==> src/rtl/uart_cmd_pkg.sv <==
// ---------------------------------------------------------------------------
// uart_cmd_pkg
// Shared definitions for the UART servo command parser:
//   - ASCII constants used by the parser and the optional ack path
//   - parser state encoding
//   - hex character to nibble decode with a validity flag
// No ports (package).
// ---------------------------------------------------------------------------
package uart_cmd_pkg;

    localparam logic [7:0] ASC_S_UP = 8'h53;  // 'S'
    localparam logic [7:0] ASC_S_LO = 8'h73;  // 's'
    localparam logic [7:0] ASC_CR   = 8'h0D;
    localparam logic [7:0] ASC_LF   = 8'h0A;
    localparam logic [7:0] ASC_SP   = 8'h20;
    localparam logic [7:0] ASC_K    = 8'h4B;  // ack: command accepted
    localparam logic [7:0] ASC_E    = 8'h45;  // ack: line rejected
    localparam logic [7:0] ASC_0    = 8'h30;  // '0'

    typedef enum logic [2:0] {
        ST_IDLE = 3'd0,
        ST_CHAN = 3'd1,
        ST_HEX  = 3'd2,
        ST_TERM = 3'd3,
        ST_SKIP = 3'd4
    } state_t;

    typedef struct packed {
        logic       ok;
        logic [3:0] nib;
    } hex_t;

    // '0'-'9', 'A'-'F', 'a'-'f' -> nibble; ok=0 for anything else
    function automatic hex_t hex_decode(input logic [7:0] c);
        hex_t h;
        h.ok  = 1'b1;
        h.nib = 4'h0;
        if (c >= 8'h30 && c <= 8'h39) begin
            h.nib = c[3:0];
        end else if ((c >= 8'h41 && c <= 8'h46) || (c >= 8'h61 && c <= 8'h66)) begin
            // low nibble of 'A'/'a' is 1, so +9 maps it to 10
            h.nib = c[3:0] + 4'd9;
        end else begin
            h.ok = 1'b0;
        end
        return h;
    endfunction

    function automatic logic is_eol(input logic [7:0] c);
        return (c == ASC_CR) || (c == ASC_LF);
    endfunction

endpackage

==> src/rtl/uart_cmd_timeout.sv <==
// ---------------------------------------------------------------------------
// uart_cmd_timeout
// Saturating inter-byte timer. Cleared by i_clr (priority), counts while
// i_en, stops at TIMEOUT_CYC-1 and reports o_expired while parked there.
// Ports:
//   clk, rst_n   clock, asynchronous active-low reset
//   i_clr        clear counter to 0 (a byte arrived)
//   i_en         count this cycle (parser mid-line)
//   o_expired    counter == TIMEOUT_CYC-1
// ---------------------------------------------------------------------------
module uart_cmd_timeout #(
    parameter int TIMEOUT_CYC = 1000000
) (
    input  logic clk,
    input  logic rst_n,
    input  logic i_clr,
    input  logic i_en,
    output logic o_expired
);

    localparam int TW = (TIMEOUT_CYC > 1) ? $clog2(TIMEOUT_CYC) : 1;
    localparam logic [TW-1:0] LAST = TW'(TIMEOUT_CYC - 1);

    logic [TW-1:0] r_cnt;

    always_ff @(posedge clk or negedge rst_n) begin
        if (!rst_n) begin
            r_cnt <= '0;
        end else if (i_clr) begin
            r_cnt <= '0;
        end else if (i_en && (r_cnt != LAST)) begin
            r_cnt <= r_cnt + TW'(1);
        end
    end

    assign o_expired = (r_cnt == LAST);

endmodule

==> src/rtl/uart_cmd_parser.sv <==
// ---------------------------------------------------------------------------
// uart_cmd_parser
// Parses "S<chan><hex><hex><hex><hex><CR|LF>" servo commands from the UART
// receiver byte stream and emits decoded (channel, 16-bit target) commands.
// Malformed or stalled lines raise a one-cycle cmd_err and are discarded.
// Optional build macro: UART_CMD_ACK_EN adds a one-entry ack byte holding
// register ('K' accepted / 'E' rejected) toward the UART transmitter.
// Ports:
//   clk, rst_n           clock, asynchronous active-low reset
//   rx_avail, rx_data    one-cycle byte strobe and byte from the receiver
//   cmd_valid            one-cycle strobe, cmd_chan/cmd_value updated
//   cmd_chan, cmd_value  last accepted command, held between strobes
//   cmd_err              one-cycle strobe, line rejected
//   busy                 a command is partially received
//   ack_valid/ack_data/ack_ready  (UART_CMD_ACK_EN only) ack byte handshake
// ---------------------------------------------------------------------------
module uart_cmd_parser
    import uart_cmd_pkg::*;
#(
    parameter int NUM_CH      = 8,
    parameter int TIMEOUT_CYC = 1000000,
    parameter int CH_W        = 3
) (
    input  logic            clk,
    input  logic            rst_n,
    input  logic            rx_avail,
    input  logic [7:0]      rx_data,
    output logic            cmd_valid,
    output logic [CH_W-1:0] cmd_chan,
    output logic [15:0]     cmd_value,
    output logic            cmd_err,
    output logic            busy
`ifdef UART_CMD_ACK_EN
    ,
    output logic            ack_valid,
    output logic [7:0]      ack_data,
    input  logic            ack_ready
`endif
);

    localparam logic [7:0] CH_LIMIT = 8'(48 + NUM_CH);  // first invalid digit

    state_t          r_state;
    state_t          w_state_next;
    logic [CH_W-1:0] r_chan_tmp;
    logic [15:0]     r_value;
    logic [1:0]      r_nib_cnt;
    logic            r_cmd_valid;
    logic            r_cmd_err;
    logic [CH_W-1:0] r_cmd_chan;
    logic [15:0]     r_cmd_value;

    hex_t            w_hex;
    logic            w_eol;
    logic            w_is_s;
    logic            w_chan_ok;
    logic [7:0]      w_digit;
    logic            w_expired;
    logic            w_tmr_en;
    logic            w_timeout;
    logic            w_valid_next;
    logic            w_err_next;
    logic            w_chan_ld;
    logic            w_nib_ld;

    assign w_hex     = hex_decode(rx_data);
    assign w_eol     = is_eol(rx_data);
    assign w_is_s    = (rx_data == ASC_S_UP) || (rx_data == ASC_S_LO);
    assign w_chan_ok = (rx_data >= ASC_0) && (rx_data < CH_LIMIT);
    assign w_digit   = rx_data - ASC_0;
    assign w_tmr_en  = (r_state != ST_IDLE);
    // A byte in the expiry cycle wins over the timeout
    assign w_timeout = w_expired && !rx_avail && (r_state != ST_IDLE);

    uart_cmd_timeout #(
        .TIMEOUT_CYC(TIMEOUT_CYC)
    ) u_timeout (
        .clk      (clk),
        .rst_n    (rst_n),
        .i_clr    (rx_avail),
        .i_en     (w_tmr_en),
        .o_expired(w_expired)
    );

    // State register and datapath
    always_ff @(posedge clk or negedge rst_n) begin
        if (!rst_n) begin
            r_state     <= ST_IDLE;
            r_chan_tmp  <= '0;
            r_value     <= '0;
            r_nib_cnt   <= '0;
            r_cmd_valid <= 1'b0;
            r_cmd_err   <= 1'b0;
            r_cmd_chan  <= '0;
            r_cmd_value <= '0;
        end else begin
            r_state     <= w_state_next;
            r_cmd_valid <= w_valid_next;
            r_cmd_err   <= w_err_next;
            if (w_chan_ld) begin
                r_chan_tmp <= w_digit[CH_W-1:0];
                r_nib_cnt  <= '0;
                r_value    <= '0;
            end
            if (w_nib_ld) begin
                r_value   <= {r_value[11:0], w_hex.nib};
                r_nib_cnt <= r_nib_cnt + 2'd1;
            end
            if (w_valid_next) begin
                r_cmd_chan  <= r_chan_tmp;
                r_cmd_value <= r_value;
            end
        end
    end

    // Next-state logic
    always_comb begin
        w_state_next = r_state;
        if (rx_avail) begin
            case (r_state)
                ST_IDLE: begin
                    if (w_is_s)
                        w_state_next = ST_CHAN;
                    else if (!(w_eol || rx_data == ASC_SP))
                        w_state_next = ST_SKIP;
                end
                ST_CHAN: begin
                    if (w_chan_ok)  w_state_next = ST_HEX;
                    else if (w_eol) w_state_next = ST_IDLE;
                    else            w_state_next = ST_SKIP;
                end
                ST_HEX: begin
                    if (w_hex.ok)   w_state_next = (r_nib_cnt == 2'd3) ? ST_TERM : ST_HEX;
                    else if (w_eol) w_state_next = ST_IDLE;
                    else            w_state_next = ST_SKIP;
                end
                ST_TERM: begin
                    w_state_next = w_eol ? ST_IDLE : ST_SKIP;
                end
                ST_SKIP: begin
                    if (w_eol) w_state_next = ST_IDLE;
                end
                default: w_state_next = ST_IDLE;
            endcase
        end else if (w_timeout) begin
            w_state_next = ST_IDLE;
        end
    end

    // Output / load-enable logic
    always_comb begin
        w_valid_next = 1'b0;
        w_err_next   = 1'b0;
        w_chan_ld    = 1'b0;
        w_nib_ld     = 1'b0;
        if (rx_avail) begin
            case (r_state)
                ST_IDLE: w_err_next = !(w_is_s || w_eol || rx_data == ASC_SP);
                ST_CHAN: begin
                    w_chan_ld  = w_chan_ok;
                    w_err_next = !w_chan_ok;
                end
                ST_HEX: begin
                    w_nib_ld   = w_hex.ok;
                    w_err_next = !w_hex.ok;
                end
                ST_TERM: begin
                    w_valid_next = w_eol;
                    w_err_next   = !w_eol;
                end
                default: ;
            endcase
        end else if (w_timeout && (r_state != ST_SKIP)) begin
            // an abandoned line that was already rejected times out silently
            w_err_next = 1'b1;
        end
    end

    assign cmd_valid = r_cmd_valid;
    assign cmd_err   = r_cmd_err;
    assign cmd_chan  = r_cmd_chan;
    assign cmd_value = r_cmd_value;
    assign busy      = (r_state != ST_IDLE);

`ifdef UART_CMD_ACK_EN
    logic       r_ack_valid;
    logic [7:0] r_ack_data;
    logic       w_keep_e;

    // A pending 'E' that is not being taken this cycle is not replaced by 'K'
    assign w_keep_e = r_ack_valid && !ack_ready && (r_ack_data == ASC_E);

    always_ff @(posedge clk or negedge rst_n) begin
        if (!rst_n) begin
            r_ack_valid <= 1'b0;
            r_ack_data  <= '0;
        end else if (r_cmd_err) begin
            r_ack_valid <= 1'b1;
            r_ack_data  <= ASC_E;
        end else if (r_cmd_valid && !w_keep_e) begin
            r_ack_valid <= 1'b1;
            r_ack_data  <= ASC_K;
        end else if (ack_ready) begin
            r_ack_valid <= 1'b0;
        end
    end

    assign ack_valid = r_ack_valid;
    assign ack_data  = r_ack_data;
`endif

endmodule
==> config.mk <==
export PLATFORM = sky130hd
export DESIGN_NAME = uart_cmd_parser
export DESIGN_NICKNAME = d
export VERILOG_FILES = /design/src/rtl/uart_cmd_pkg.sv /design/src/rtl/uart_cmd_timeout.sv /design/src/rtl/uart_cmd_parser.sv
export SDC_FILE = /design/constraint.sdc
export NUM_CORES = 1
export LEC_CHECK = 0
export CAP_MARGIN = 40
export CORE_ASPECT_RATIO = 0.7
export CORE_MARGIN = 2
export CORE_UTILIZATION = 52
export CTS_BUF_LIST = sky130_fd_sc_hd__clkbuf_2 sky130_fd_sc_hd__clkbuf_4 sky130_fd_sc_hd__clkbuf_8
export DETAILED_ROUTE_END_ITERATION = 8
export HOLD_SLACK_MARGIN = 0.1
export PLACE_DENSITY = 0.85
export SLEW_MARGIN = 20
export SYNTH_ARGS = -nofsm -noshare
export SYNTH_HDL_FRONTEND = slang
export SYNTH_SLANG_ARGS = --single-unit
==> constraint.sdc <==
create_clock -name clk -period 1.9 [get_ports clk]
set_clock_uncertainty 0.05 [all_clocks]
set_input_delay 0.38 -clock clk [delete_from_list [all_inputs] [get_ports clk]]
set_output_delay 0.38 -clock clk [all_outputs]
set_load 0.1 [all_outputs]
==> summary.txt <==
Run status
  – Status: finished with violations
  – Failing checks: negative setup slack

GRT
  – Total track usage: 0.238
  – Met3 Usage GRT: 0.0761
  – Global-route wire length before repair: 12.9 mm
  – Antenna violations before repair: 0
  – Gr busiest metal: met2
  – Pin count of the biggest net entering global routing: 41
  – Vias in the first global route: 2709
  – Met2 Resource Use GR: 0.393
  – Met1 usage: 0.303
  – GR Overflow Total: 0

Synthesis
  – FF+latch count, synth: 65
  – Seq/Total Area, Yosys: 0.493
  – Number of synthesized flops with an enable pin: 0
  – Synth Instances: 340
  – Top FF cell, synth: dfrtp_1
  – Avg Inst Size Synth: 9.70 µm²
  – YS warnings: 0
  – Mapped cell area: 3300 µm²
  – Synth unique cells: 49
  – Post-synth net total: 358
  – Async SR Flop Fraction: 1.00

Power
  – Leakage power: 0.00212 µW
  – Total Power: 3020 µW
  – Power per Cell Area: 649 nW/µm²
  – Peak supply drop: 0.399 mV

Clocking
  – CTS Buffer Depth: 2
  – Total clock sinks: 65
  – Clk root buf: clkbuf_8
  – Worst-path clk slew: 0.07 ns
  – Htree depth: 3
  – TritonCTS buffer count: 9
  – Clk Latency, worst-skew pair: 0.35 ns
  – CTS tree: done

Worst setup path
  – Crit path DAT: 2.11 ns
  – Worst flop-to-flop path startpoint: r_state[1]
  – Worst setup EP type: flop
  – CP Launch Type: input port
  – Critical path origin: rx_avail
  – Worst setup path endpoint: r_value[2]
  – Crit Path Max Fanout: 25
  – Worst EP required: 2.10 ns
  – Crit Path Category: input port to flop
  – Reg2reg setup slack: 0.08 ns
  – Worst r2r path cells: 5
  – Reg-to-Reg End: r_value[0]

Route
  – Via count: 2852
  – Routed WL per cell: 16.4 µm
  – Vias per cell: 5.64
  – DRT antenna net count: 0
  – Post-Route WL: 8.31 mm
  – DR iter-0 viols: 165
  – Drt first pass iters: 4
  – Remaining DRCs: 0

Cells and area
  – Post-Layout Cell Count: 506
  – N_diodes: 0
  – Share of layout cells above drive strength 1: 0.292
  – FF+latch area: 1630 µm²
  – Final net count: 441
  – Final Instance Area: 4650 µm²
  – Commonest non-fill, non-tap cell in the layout: dfrtp_1
  – Area delta synth->final: 41.0%
  – Multi-input logic area: 1650 µm²
  – Fill cell count: 402
  – Commonest cells after routing, fill and taps aside: dfrtp_1 (64), nand2_1 (60), buf_4 (49)
  – Final Util: 0.752

Timing
  – Max Slew Vio Count: 0
  – Rel. slew slack: 0.663
  – Final worst path period share: 1.01
  – Tmin final: 1.92 ns
  – Max Clock Freq: 522 MHz
  – Final Hold Viols: 0
  – Final worst slack: -0.0158 ns
  – Finish-stage setup viols: 3
  – Slew at the pin closest to its max-slew limit: 0.506 ns
  – RSZ-0062 raised after global routing: true

Hold path
  – HP Class: flop to flop

Floorplanning
  – Die ar.: 7010 µm²
  – Die width: 99.2 µm
  – Initial core utilization: 0.533
  – Site Rows: 24
  – Core Box Area: 6190 µm²
  – Die Y: 70.6 µm
  – Ports: 33

Placement
  – Port bufs: 32
  – RD Place Congestion: 0.883
  – DP Wirelength: 5.22 mm
  – Cell Area, Placed: 4210 µm²
  – Inst Count DP: 471
  – Pre-CTS setup slack: -0.671 ns

Flow run
  – Max Cap Viol: 0
## per-stage QoR
step                hold slack, ns  TNS (ns)
floorplan                   0.0344         0
global placement             0.320    -23.49
detailed placement           0.324    -26.05
CTS                          0.430         0
global route                 0.452    -0.135
finish                       0.429   -0.0232
## area by class of cell
type                            count  share of cell area
Multi-Input combinational cell    240               0.354
Sequential cell                    65               0.350
Timing Repair Buffer               90               0.223
Clock buffer                       11              0.0312
Tap cell                           78              0.0210
Inverter                           17              0.0151
Clock inverter                      5             0.00672
## worst min-delay path by stage
| stage | cells past startpoint | to | from |
|---|---|---|---|
| after floorplan | 0 | cmd_chan[0] | rst_n |
| after detailed placement | 1 | cmd_err | rst_n |
| after CTS | 2 | cmd_value[15] | r_value[15] |
| final | 2 | cmd_value[12] | r_value[12] |
| after global routing | 2 | cmd_value[15] | r_value[15] |
| after global placement | 1 | r_state[2] | rst_n |
## per-layer routing
metal  up-vias  share of wire
li1       1333              -
met1      1383           0.43
met2       114           0.50
met3        22          0.049
met4         0          0.024
met5         -              0
## worst max-delay path, cell delays in order
cell and delay (ns):
clkdlybuf4s50_1 0.53, buf_8 0.21, nor3b_4 0.26, nand2_2 0.14, nor2_8 0.17, buf_6 0.15, mux2i_1 0.25
## cells in the mapped netlist, types with 2 or more instances
| master | count | area [µm²] |
|---|---|---|
| or3_1 | 2 | 12.5 |
| nor3b_1 | 2 | 15.0 |
| o211ai_1 | 7 | 52.6 |
| dfrtp_1 | 65 | 1630 |
| buf_2 | 6 | 30.0 |
| inv_1 | 16 | 60.1 |
| xnor2_1 | 5 | 43.8 |
| nor2_1 | 25 | 93.8 |
| and3_1 | 12 | 75.1 |
| nor4_1 | 3 | 18.8 |
| nand2_1 | 62 | 233 |
| nand3_1 | 13 | 65.1 |
| nor3_1 | 7 | 35.0 |
| a21oi_1 | 4 | 20.0 |
| nand4_1 | 3 | 18.8 |
| xor2_1 | 15 | 131 |
| or3b_1 | 2 | 17.5 |
| clkbuf_1 | 10 | 37.5 |
| nor4b_1 | 2 | 17.5 |
| mux2i_1 | 19 | 190 |
| ha_1 | 7 | 87.6 |
| a31oi_1 | 2 | 12.5 |
| and2_1 | 3 | 18.8 |
| o2111ai_1 | 5 | 43.8 |
| o21ai_1 | 17 | 85.1 |
| o31ai_1 | 2 | 15.0 |
| o21ai_0 | 2 | 10.0 |
## flip-flops by register name, summed over array words and instances, names as in the netlist, 2 cells and up
name,cells
cmd_chan,3
r_nib_cnt,2
r_state,3
cmd_value,16
r_value,16
r_chan_tmp,3
u_timeout.r_cnt,20
## power by group
group / leakage, µW / internal, µW / switching, µW
Sequential: 0.000895 / 1420 / 50.7
Clock: 0.0000925 / 518 / 529
Combinational: 0.00113 / 226 / 280
## cells by family after synthesis
logic type      Yosys count  share of synthesized area
simple gates            146                      0.219
flops                    65                      0.493
compound gates           47                     0.0978
buf+inv                  35                     0.0493
xor+xnor                 20                     0.0531
mux                      20                     0.0611
fa+ha+maj                 7                     0.0265
## timing repair
item                       4_1_cts  5_1_grt
resized for setup               25       17
hold endpoints to repair        18        0
hold buffers                     1        0
gates cloned                     1        0
buffers inserted                11        6
pin swaps                       12        7
setup endpoints to repair       46       41
No activity file was read; power rests on OpenSTA's default activity.
